File: config.mk
export PLATFORM = sky130hd
export DESIGN_NAME = regfile_sb
export DESIGN_NICKNAME = d
export VERILOG_FILES = /design/src/rtl/regfile_sb.sv
export SDC_FILE = /design/constraint.sdc
export NUM_CORES = 1
export LEC_CHECK = 0
export ABC_AREA = 0
export CAP_MARGIN = 15
export CORE_UTILIZATION = 60
export CTS_CLUSTER_SIZE = 16
export DETAILED_ROUTE_END_ITERATION = 12
export PLACE_DENSITY = 0.84
export SYNTH_ARGS = -nofsm -noshare
export SYNTH_HDL_FRONTEND = slang
export SYNTH_SLANG_ARGS = --single-unit
File: constraint.sdc
create_clock -name clk -period 7.8 [get_ports clk]
set_input_delay 1.56 -clock clk [delete_from_list [all_inputs] [get_ports clk]]
set_output_delay 1.56 -clock clk [all_outputs]
set_load 0.005 [all_outputs]
File: src/rtl/regfile_sb.sv
// Register file with two combinational read ports, one write-back port and a
// per-register busy scoreboard that exposes RAW hazards and blocks WAW issue.
module regfile_sb #(
  parameter int DATA_W   = 8,
  parameter int ADDR_W   = 4,
  parameter int ZERO_REG = 1,
  parameter int BYPASS   = 1
) (
  input  logic              clk,
  input  logic              rst,
  input  logic              clk_en,
  input  logic [ADDR_W-1:0] rs1_addr,
  input  logic [ADDR_W-1:0] rs2_addr,
  output logic [DATA_W-1:0] rs1_data,
  output logic [DATA_W-1:0] rs2_data,
  output logic              rs1_busy,
  output logic              rs2_busy,
  input  logic              issue_valid,
  input  logic [ADDR_W-1:0] issue_rd,
  output logic              issue_ready,
  input  logic              wb_valid,
  input  logic [ADDR_W-1:0] wb_addr,
  input  logic [DATA_W-1:0] wb_data,
  output logic [ADDR_W:0]   busy_cnt
);

  localparam int DEPTH = 2 ** ADDR_W;

  logic [DATA_W-1:0] regs_q [DEPTH];
  logic [DEPTH-1:0]  busy_q;
  logic [DEPTH-1:0]  busy_d;
  logic [ADDR_W:0]   cnt_q;
  logic [ADDR_W:0]   cnt_d;
  logic              wb_en_s;
  logic              issue_fire_s;
  logic              cnt_dec_s;

  function automatic logic is_zero(input logic [ADDR_W-1:0] a);
    return (ZERO_REG != 0) && (a == '0);
  endfunction

  // True when the write-back is forwarded straight to a read port this cycle.
  function automatic logic fwd_hit(input logic [ADDR_W-1:0] a, input logic en,
                                   input logic wv, input logic [ADDR_W-1:0] wa);
    return (BYPASS != 0) && en && wv && (wa == a) && !is_zero(a);
  endfunction

  // Handshake and write qualification; a same-cycle write-back frees its target for issue.
  always_comb begin
    wb_en_s      = clk_en & wb_valid & ~is_zero(wb_addr);
    issue_ready  = clk_en & ~(busy_q[issue_rd] & ~(wb_valid & (wb_addr == issue_rd)));
    issue_fire_s = issue_valid & issue_ready & ~is_zero(issue_rd);
    cnt_dec_s    = wb_en_s & busy_q[wb_addr];
  end

  // Next busy vector: issue sets after write-back clears, so a new producer wins.
  always_comb begin
    busy_d = '0;
    for (int i = 0; i < DEPTH; i++) begin
      busy_d[i] = (issue_fire_s & (issue_rd == ADDR_W'(i)))
                | (busy_q[i] & ~(wb_en_s & (wb_addr == ADDR_W'(i))));
    end
    cnt_d = cnt_q + (ADDR_W + 1)'(issue_fire_s) - (ADDR_W + 1)'(cnt_dec_s);
  end

  // Register, busy and count state; everything holds while clk_en is low.
  always_ff @(posedge clk or posedge rst) begin
    if (rst) begin
      for (int i = 0; i < DEPTH; i++) begin
        regs_q[i] <= '0;
      end
      busy_q <= '0;
      cnt_q  <= '0;
    end else if (clk_en) begin
      busy_q <= busy_d;
      cnt_q  <= cnt_d;
      if (wb_en_s) begin
        regs_q[wb_addr] <= wb_data;
      end
    end
  end

  // Read ports, with optional same-cycle forwarding of the write-back.
  always_comb begin
    rs1_data = regs_q[rs1_addr];
    rs1_busy = busy_q[rs1_addr];
    rs2_data = regs_q[rs2_addr];
    rs2_busy = busy_q[rs2_addr];
    if (is_zero(rs1_addr)) begin
      rs1_data = '0;
      rs1_busy = 1'b0;
    end else if (fwd_hit(rs1_addr, clk_en, wb_valid, wb_addr)) begin
      rs1_data = wb_data;
      rs1_busy = 1'b0;
    end else begin
      rs1_data = regs_q[rs1_addr];
    end
    if (is_zero(rs2_addr)) begin
      rs2_data = '0;
      rs2_busy = 1'b0;
    end else if (fwd_hit(rs2_addr, clk_en, wb_valid, wb_addr)) begin
      rs2_data = wb_data;
      rs2_busy = 1'b0;
    end else begin
      rs2_data = regs_q[rs2_addr];
    end
  end

  assign busy_cnt = cnt_q;

endmodule

==> metrics.sh, run 1 <==
STATUS='finished, final reports clean'
SYNTH.YOSYS.SEQ_AREA_SHARE_PCT=43.14
SYNTH_TOP_FLOP_CELL='sky130_fd_sc_hd__dfrtp_1'
GRT_MAX_DEGREE=82
ASYNC_RESET_FF_SHARE_PCT=100.0
YS_TYPES=47
FIN_TNS_SETUP_NS=0
SLOWEST_DELAY_NS=0.94
WORST-PATH-MAX-FANOUT=13
FINAL.MIN_CLOCK_PERIOD_NS=6.319
P_LEAK_nW=4.122
FIN_SKEW_NS=0.007906
CTS_INSERTED_BUFFERS=17
FIRSTDRTPASSITERS=5
CTS_TREE='done'
DRT-VIAS-PER-INSTANCE=7.199
ROUTE.ANTENNA.REMAINING_NETS=0
MIN_FROM='regs_q[123]$_DFFE_PP0P_'
DETAILED_PLACE_HPWL_MM=14.44
TIMING.HOLD.WORST_ENDPOINT='regs_q[123]$_DFFE_PP0P_'
WORSTREG2REGEND='busy_cnt[4]$_DFFE_PP0P_'
POST_LAYOUT_NONFILLER_INSTANCES=833
NUMPORTBUFFERS=52
CRIT_TOP_CELL='sky130_fd_sc_hd__clkdlybuf4s50_1'
DESIGN.PORTCOUNT=53
LAYOUT-DRIVE-GT1-SHARE_PCT=33.08
CORE_REGION_AREA_UM2=13990
SLEW-LIMIT-HEADROOM_PCT=23.22
POST_SYNTH_INSTANCE_AREA_UM2=8643
POWER_DENSITY_nW_PER_UM2=259.6
TIMING.CRITICAL_PATH.SLOWEST_STAGE_CELL='sky130_fd_sc_hd__clkdlybuf4s50_1'
PATH_CELLS='clkdlybuf4s50_1 > xor2_1 > nor4_1 > nor2b_1 > a22o_1 > clkdlybuf4s50_1'
ROW_COUNT=43
DIE_WIDTH_UM=122.0
CTS_MAX_LEVEL=4
SYNTH_TOP_CELL_BY_AREA='sky130_fd_sc_hd__dfrtp_1'
ANTENNA_FOUND_INITIAL=0
CTS_POST_SETUP_BUFFERS_INSERTED=0
REQUIRED_NS=6.24
CP-START-KIND='input pin'
CLK-INSERTION-DELAY-LATE_NS=0.43
CLOCK.FMAX_MHz=158.3
CRITPATHARRIVALTIME_NS=4.76
FIRST_PASS_GRT_WIRE_LENGTH_MM=35.30
CP-END-KIND='output pin'
PLACED_CELL_COUNT=803
GRT-OVFL-TOTAL=0
SLEW_VIOL_FINAL=0
SETUP-VIOLATIONS-FINAL=0
SYNTH_EDF_COUNT=0
DIE_AREA_UM2=14890
CTSRESIZECOUNT=0
RSZ0062_AT_GRT='no'
MAX_SLEW.WORST_PIN.SLEW_NS=1.149
SETUP.REG_TO_REG.WORST_SLACK_NS=4.41
CLKSINKCOUNT=149
RR_WORST_DEPTH=13
GRT_USAGE_PCT=33.25
INITIAL_UTILIZATION_PCT=61.79
CTSHOLDBUFFERS=0
GRT_PASS1_VIAS=6178
CLK_TRANSITION_REPORTED_PATHS_NS=0.06
POSTSYNTHNETCOUNT=656
FRACTION_OF_THE_CYCLE_THE_FINAL_WORST_PATH_NEEDS_PCT=81.01
REGISTER_BIT_TOTAL_FROM_SYNTHESIS=149
SYN_AREA_PER_CELL_UM2=13.92
CTS-ROOT-TO-SINK-BUFFERS=2
FILLERINSTANCES=948
HOLD-PATH-CELL-COUNT=0
CRITICAL_PATH.REG2REG.STARTPOINT='busy_q[10]$_DFFE_PP0P_'
YOSYS-TOP-CELLS-AREA='sky130_fd_sc_hd__dfrtp_1 43%, sky130_fd_sc_hd__mux4_2 20%, sky130_fd_sc_hd__mux2_2 11%, sky130_fd_sc_hd__mux2_1 4.4%, sky130_fd_sc_hd__a22oi_1 3.0%'
FRACTION_OF_SYNTHESIZED_CELL_AREA_TAKEN_BY_THE_TOP_AREA_CELL_TYPE_PCT=43.14
CRIT_BUF_INV=2
ROUTED_WIRELENGTH_MM=22.60
ROUTE.VIAS.TOTAL=5997
CHIPHEIGHT_UM=122.0
SYN2LAYOUT_AREA_GROWTH_PCT=12.48
DOMINANT_DELAY_CONTRIBUTOR_BY_CELL_FAMILY_ON_THE_CRITICAL_PATH='buffers and inverters'
POWER.IR.VDD_WORST_mV=0.1997
DRT_ITER0_MARKERS=728
FINAL_HOLD_VIOL_COUNT=0
CAP_VIOLATIONS=0
CRITICAL_PATH_CELL_COUNT=6
YOSYS_WARNINGS=0
N_ANTENNA_CELL=0
SYNTH_CELLS=621
CTS_ROOT_BUFFER='sky130_fd_sc_hd__clkbuf_16'
NETS=677
DRC=0
YOSYS-TOP-CELLS-COUNT='149 x sky130_fd_sc_hd__dfrtp_1, 87 x sky130_fd_sc_hd__mux2_2, 77 x sky130_fd_sc_hd__mux4_2, 34 x sky130_fd_sc_hd__a22oi_1, 34 x sky130_fd_sc_hd__mux2_1'
WIRE_LENGTH_PER_CELL_UM=27.13
GP_CONGESTION=0.9054
TOP_COUNT_CELL_POST_SYNTH='sky130_fd_sc_hd__dfrtp_1'
PATH_CLASS='input pin to output pin'
MIN_PATH_TYPE='register to register'
[placed cells by master (no fill, tap or decap), types with 17 or more instances in the layout]
cell                              count
sky130_fd_sc_hd__nand2_1             29
sky130_fd_sc_hd__a22oi_1             34
sky130_fd_sc_hd__mux4_2              77
sky130_fd_sc_hd__clkdlybuf4s50_1     48
sky130_fd_sc_hd__dfrtp_1            149
sky130_fd_sc_hd__clkbuf_16           17
sky130_fd_sc_hd__mux2_1              34
sky130_fd_sc_hd__a22o_1              18
sky130_fd_sc_hd__mux2_2              87
[state kept, by name, summed over array words and instances (netlist names)]
register,flops
busy_q,16
busy_cnt,5
regs_q,128
[through the flow]
stage | hold WS (ns) | util [%] | setup slack, ns | power, W | area, µm²
3_5_place_dp | 0.3836 | 65.39 | 1.576 | 0.001715 | 9148
2_1_floorplan | 0.4413 | - | 2.232 | 0.001493 | 8643
5_1_grt | 0.4106 | 69.50 | 1.401 | 0.002635 | 9722
6_report | 0.3952 | 69.50 | 1.481 | 0.002524 | 9722
4_1_cts | 0.3970 | 69.50 | 1.580 | 0.002519 | 9722
3_3_place_gp | 0.3773 | 65.39 | 1.616 | 0.001661 | 9148
[worst max-delay path by stage]
stage	startpoint	end
finish	wb_addr[1]	rs1_data[0]
global route	wb_addr[1]	rs2_data[7]
CTS	wb_addr[1]	rs2_data[7]
detailed placement	wb_addr[1]	rs2_data[7]
global placement	wb_addr[1]	rs2_data[7]
floorplan	rst	busy_cnt[0]$_DFFE_PP0P_
[metal layers]
metal	up-vias	part of all wire [%]	GRT usage, %
met5	-	0	0
met1	3053	38	42.83
met4	0	6.0	20.83
li1	2458	-	-
met2	362	47	50.67
met3	124	8.9	8.380
[layout make-up]
class / count / area, µm² / share of cell area [%]
multi-input combinational: 401 / 4591 / 47.22
sequential: 149 / 3729 / 38.35
timing repair buffer: 57 / 538.0 / 5.534
clock buffer: 21 / 470.5 / 4.839
tap: 180 / 225.2 / 2.317
clock inverter: 9 / 103.9 / 1.068
inverter: 16 / 65.06 / 0.6692
[cell families (layout without fill, tap and decap cells)]
family	after synthesis	in the layout	share of synthesized area, %
AO/OA/AOI/OAI	83	83	7.585
XOR/XNOR	13	13	1.317
adder cells (fa/ha/maj)	6	6	0.9554
buffers and inverters	71	103	3.749
flip-flops	149	149	43.14
multiplexers	209	209	37.29
AND/OR/NAND/NOR	90	90	5.964
[report_power, final]
group | internal (W) | leakage (nW) | switching (W)
sequential | 0.000929 | 1.91 | 0.000130
clock | 0.000490 | 0.281 | 0.000315
combinational | 0.000393 | 1.93 | 0.000266
No activity file was read; power rests on OpenSTA's default activity.
==> run 2, diff against run 1 <==
Settings changed: CORE_UTILIZATION 60 to 54, PLACE_DENSITY 0.84 to 0.8.
Clock period 7.8 ns to 5.3 ns, I/O delays scaled along.
==> metrics.sh, run 2 (same netlist as run 1, synthesis figures left out) <==
POWER.IR.VDD_WORST_mV=0.2484  # +24%
COMBINATIONALPOWERSHARE_PCT=26.6  # +0.5 points
SYN2LAYOUT_AREA_GROWTH_PCT=14.14
SLEW-LIMIT-HEADROOM_PCT=33.46  # +10 points
CLK-INSERTION-DELAY-LATE_NS=0.43  # about the same
CRITICAL_PATH.REG2REG.STARTPOINT='busy_q[11]$_DFFE_PP0P_'
CTS-ROOT-TO-SINK-BUFFERS=2  # unchanged
REQUIRED_NS=4.24  # -2.00 ns
NETS=694  # +2.5%
DETAILED_PLACE_HPWL_MM=14.99  # +3.8%
SWSHARE_PCT=29.16  # +0.98 points
POWER_SWITCHING_W=0.001061  # +49%
FINAL_HOLD_VIOL_COUNT=0  # unchanged
GRT-OVFL-TOTAL=0  # unchanged
CTS_TREE='done'
ANTENNA_FOUND_INITIAL=0  # unchanged
FRACTION_OF_THE_CYCLE_THE_FINAL_WORST_PATH_NEEDS_PCT=89.81
CTS_MAX_LEVEL=4  # unchanged
MAX_SLEW.WORST_PIN.SLEW_NS=0.9952  # -0.1542 ns
GRT_USAGE_PCT=30.72  # -2.5 points
CLK_TRANSITION_REPORTED_PATHS_NS=0.06  # about the same
CTS_INSERTED_BUFFERS=17  # unchanged
HOLDWS_NS=0.3968  # +0.001564 ns
INITIAL_UTILIZATION_PCT=56.03  # -5.8 points
DESIGN.PORTCOUNT=53  # unchanged
LARGEST-REGISTER='regs_q'
CLKSINKCOUNT=149  # unchanged
FINISH.UTILIZATION_PCT=63.95  # -5.5 points
MIN_FROM='regs_q[121]$_DFFE_PP0P_'
CLOCK.FMAX_MHz=210.1
CHIPHEIGHT_UM=128.5  # +5.3%
NUMPORTBUFFERS=52  # unchanged
FIN_SKEW_NS=0.004030  # -0.003876 ns
N_ANTENNA_CELL=0  # unchanged
ROUTE.VIAS.TOTAL=6020  # +0.38%
LAYOUT-DRIVE-GT1-SHARE_PCT=34.67  # +1.6 points
CAP_VIOLATIONS=0  # unchanged
CTS_POST_SETUP_BUFFERS_INSERTED=0  # unchanged
ROW_COUNT=45  # +4.7%
CTSRESIZECOUNT=0  # unchanged
ROUTED_WIRELENGTH_MM=23.14  # +2.4%
CP-START-KIND='input pin'
SETUP-VIOLATIONS-FINAL=0  # unchanged
DRT_ITER0_MARKERS=760  # +4.4%
DRC=0  # unchanged
STATUS='finished, final reports clean'
TOTALPOWERFINAL_W=0.003639  # +44%
FIRST_PASS_GRT_WIRE_LENGTH_MM=36.73  # +4.0%
INTERNAL_POWER_W=0.002578  # +42%
CRITPATHARRIVALTIME_NS=3.70  # -1.06 ns
FIRSTDRTPASSITERS=5  # unchanged
FINAL.MIN_CLOCK_PERIOD_NS=4.760
CORE_REGION_AREA_UM2=15430  # +10%
POWER_DENSITY_nW_PER_UM2=368.9  # +42%
GRT_MAX_DEGREE=78  # -4.9%
GP_CONGESTION=0.8661  # -4.3%
FILLERINSTANCES=1143  # +21%
GRT_PASS1_VIAS=6265  # +1.4%
LARGEST_REGISTER_FF_COUNT=128  # unchanged
RSZ0062_AT_GRT='no'
LAYOUT.CELLS.MOST_COMMON='sky130_fd_sc_hd__dfrtp_1'
RELATIVE_CONTRIBUTION_OF_THE_CLOCK_NETWORK_TO_TOTAL_POWER_PCT=30.6  # -1.3 points
DIE_WIDTH_UM=128.5  # +5.3%
CTS_ROOT_BUFFER='sky130_fd_sc_hd__clkbuf_16'
ROUTE.ANTENNA.REMAINING_NETS=0  # unchanged
DIE_AREA_UM2=16520  # +11%
CP-END-KIND='output pin'
DRT-VIAS-PER-INSTANCE=6.818  # -5.3%
PATH_CLASS='input pin to output pin'
P_LEAK_nW=4.185  # +1.5%
SLEW_VIOL_FINAL=0  # unchanged
CTSHOLDBUFFERS=0  # unchanged
FIN_TNS_SETUP_NS=0  # unchanged
POWER.SEQUENTIAL.FRACTION_PCT=42.8  # +0.8 points
WIRE_LENGTH_PER_CELL_UM=26.21  # -3.4%
MIN_PATH_TYPE='register to register'
FINAL_CELL_MIX='149 x sky130_fd_sc_hd__dfrtp_1, 87 x sky130_fd_sc_hd__mux2_2, 77 x sky130_fd_sc_hd__mux4_2'
WORST-PATH-MAX-FANOUT=11  # -2
SETUP.WORST_PATH.START='wb_addr[1]'
==> run 2: cell types whose count changed in the layout (fill, tap and decap cells not counted), moves of 2 or more <==
cell and change:
sky130_fd_sc_hd__bufinv_16 -2, sky130_fd_sc_hd__clkinv_2 -2, sky130_fd_sc_hd__clkbuf_1 +2, sky130_fd_sc_hd__inv_6 +2
sky130_fd_sc_hd__clkinvlp_4 +2, sky130_fd_sc_hd__buf_4 +16
==> run 2: area by class of cell <==
| type | instances | area [µm²] | area share (%) |
|---|---|---|---|
| timing repair buffer | 74 | 678.2 | 6.874 |
| clock buffer | 22 | 464.2 | 4.705 |
| tap | 211 | 264.0 | 2.676 |
| inverter | 16 | 65.06 | 0.6595 |
| sequential | 149 | 3729 | 37.79 |
| multi-input combinational | 401 | 4591 | 46.53 |
| clock inverter | 10 | 75.07 | 0.7609 |
==> run 2: metal layers <==
| metal | up-vias | part of all wire, % | GRT usage [%] |
|---|---|---|---|
| met3 | 72 | 7.2 | 4.990 |
| li1 | 2483 | - | - |
| met5 | - | 0 | 0 |
| met1 | 3160 | 40 | 41.62 |
| met4 | 0 | 4.0 | 16.06 |
| met2 | 305 | 49 | 48.33 |
==> run 2: worst max-delay path, cell delays in order <==
cell and delay (ns):
sky130_fd_sc_hd__clkdlybuf4s50_1 0.72, sky130_fd_sc_hd__xor2_1 0.29, sky130_fd_sc_hd__nor4_1 0.32, sky130_fd_sc_hd__nor2b_1 0.37
sky130_fd_sc_hd__buf_4 0.23, sky130_fd_sc_hd__a22o_1 0.18, sky130_fd_sc_hd__clkdlybuf4s50_1 0.52
==> run 2: power groups by stage <==
| stage | clock (W) | sequential (W) | combinational, W |
|---|---|---|---|
| 2_1_floorplan | 0 | 0.00150 | 0.000693 |
| 3_3_place_gp | 0 | 0.00153 | 0.000929 |
| 3_5_place_dp | 0 | 0.00157 | 0.000964 |
| 4_1_cts | 0.00112 | 0.00155 | 0.000971 |
| 5_1_grt | 0.00117 | 0.00159 | 0.00105 |
| 6_report | 0.00111 | 0.00156 | 0.000968 |
==> run 2: stage by stage <==
| step | area [µm²] | setup WS [ns] | instances |
|---|---|---|---|
| floorplan | 8643 | 0.2320 | 621 |
| global placement | 9326 | 0.6435 | 851 |
| detailed placement | 9326 | 0.5695 | 851 |
| CTS | 9866 | 0.5958 | 883 |
| global route | 9866 | 0.4013 | 883 |
| finish | 9866 | 0.5399 | 883 |
==> run 2: path summary, 6_finish.rpt <==
path / end / slack, ns / cells after the start
worst max-delay path: rs1_data[7] / 0.54 / 7
worst min-delay path: regs_q[121]$_DFFE_PP0P_ / 0.40 / 0
worst max register to register: busy_cnt[4]$_DFFE_PP0P_ / 1.94 / 13
worst min register to register: regs_q[121]$_DFFE_PP0P_ / 0.40 / 0
max in group asynchronous: regs_q[96]$_DFFE_PP0P_ / 3.11 / 3
min in group asynchronous: regs_q[94]$_DFFE_PP0P_ / 1.12 / 2
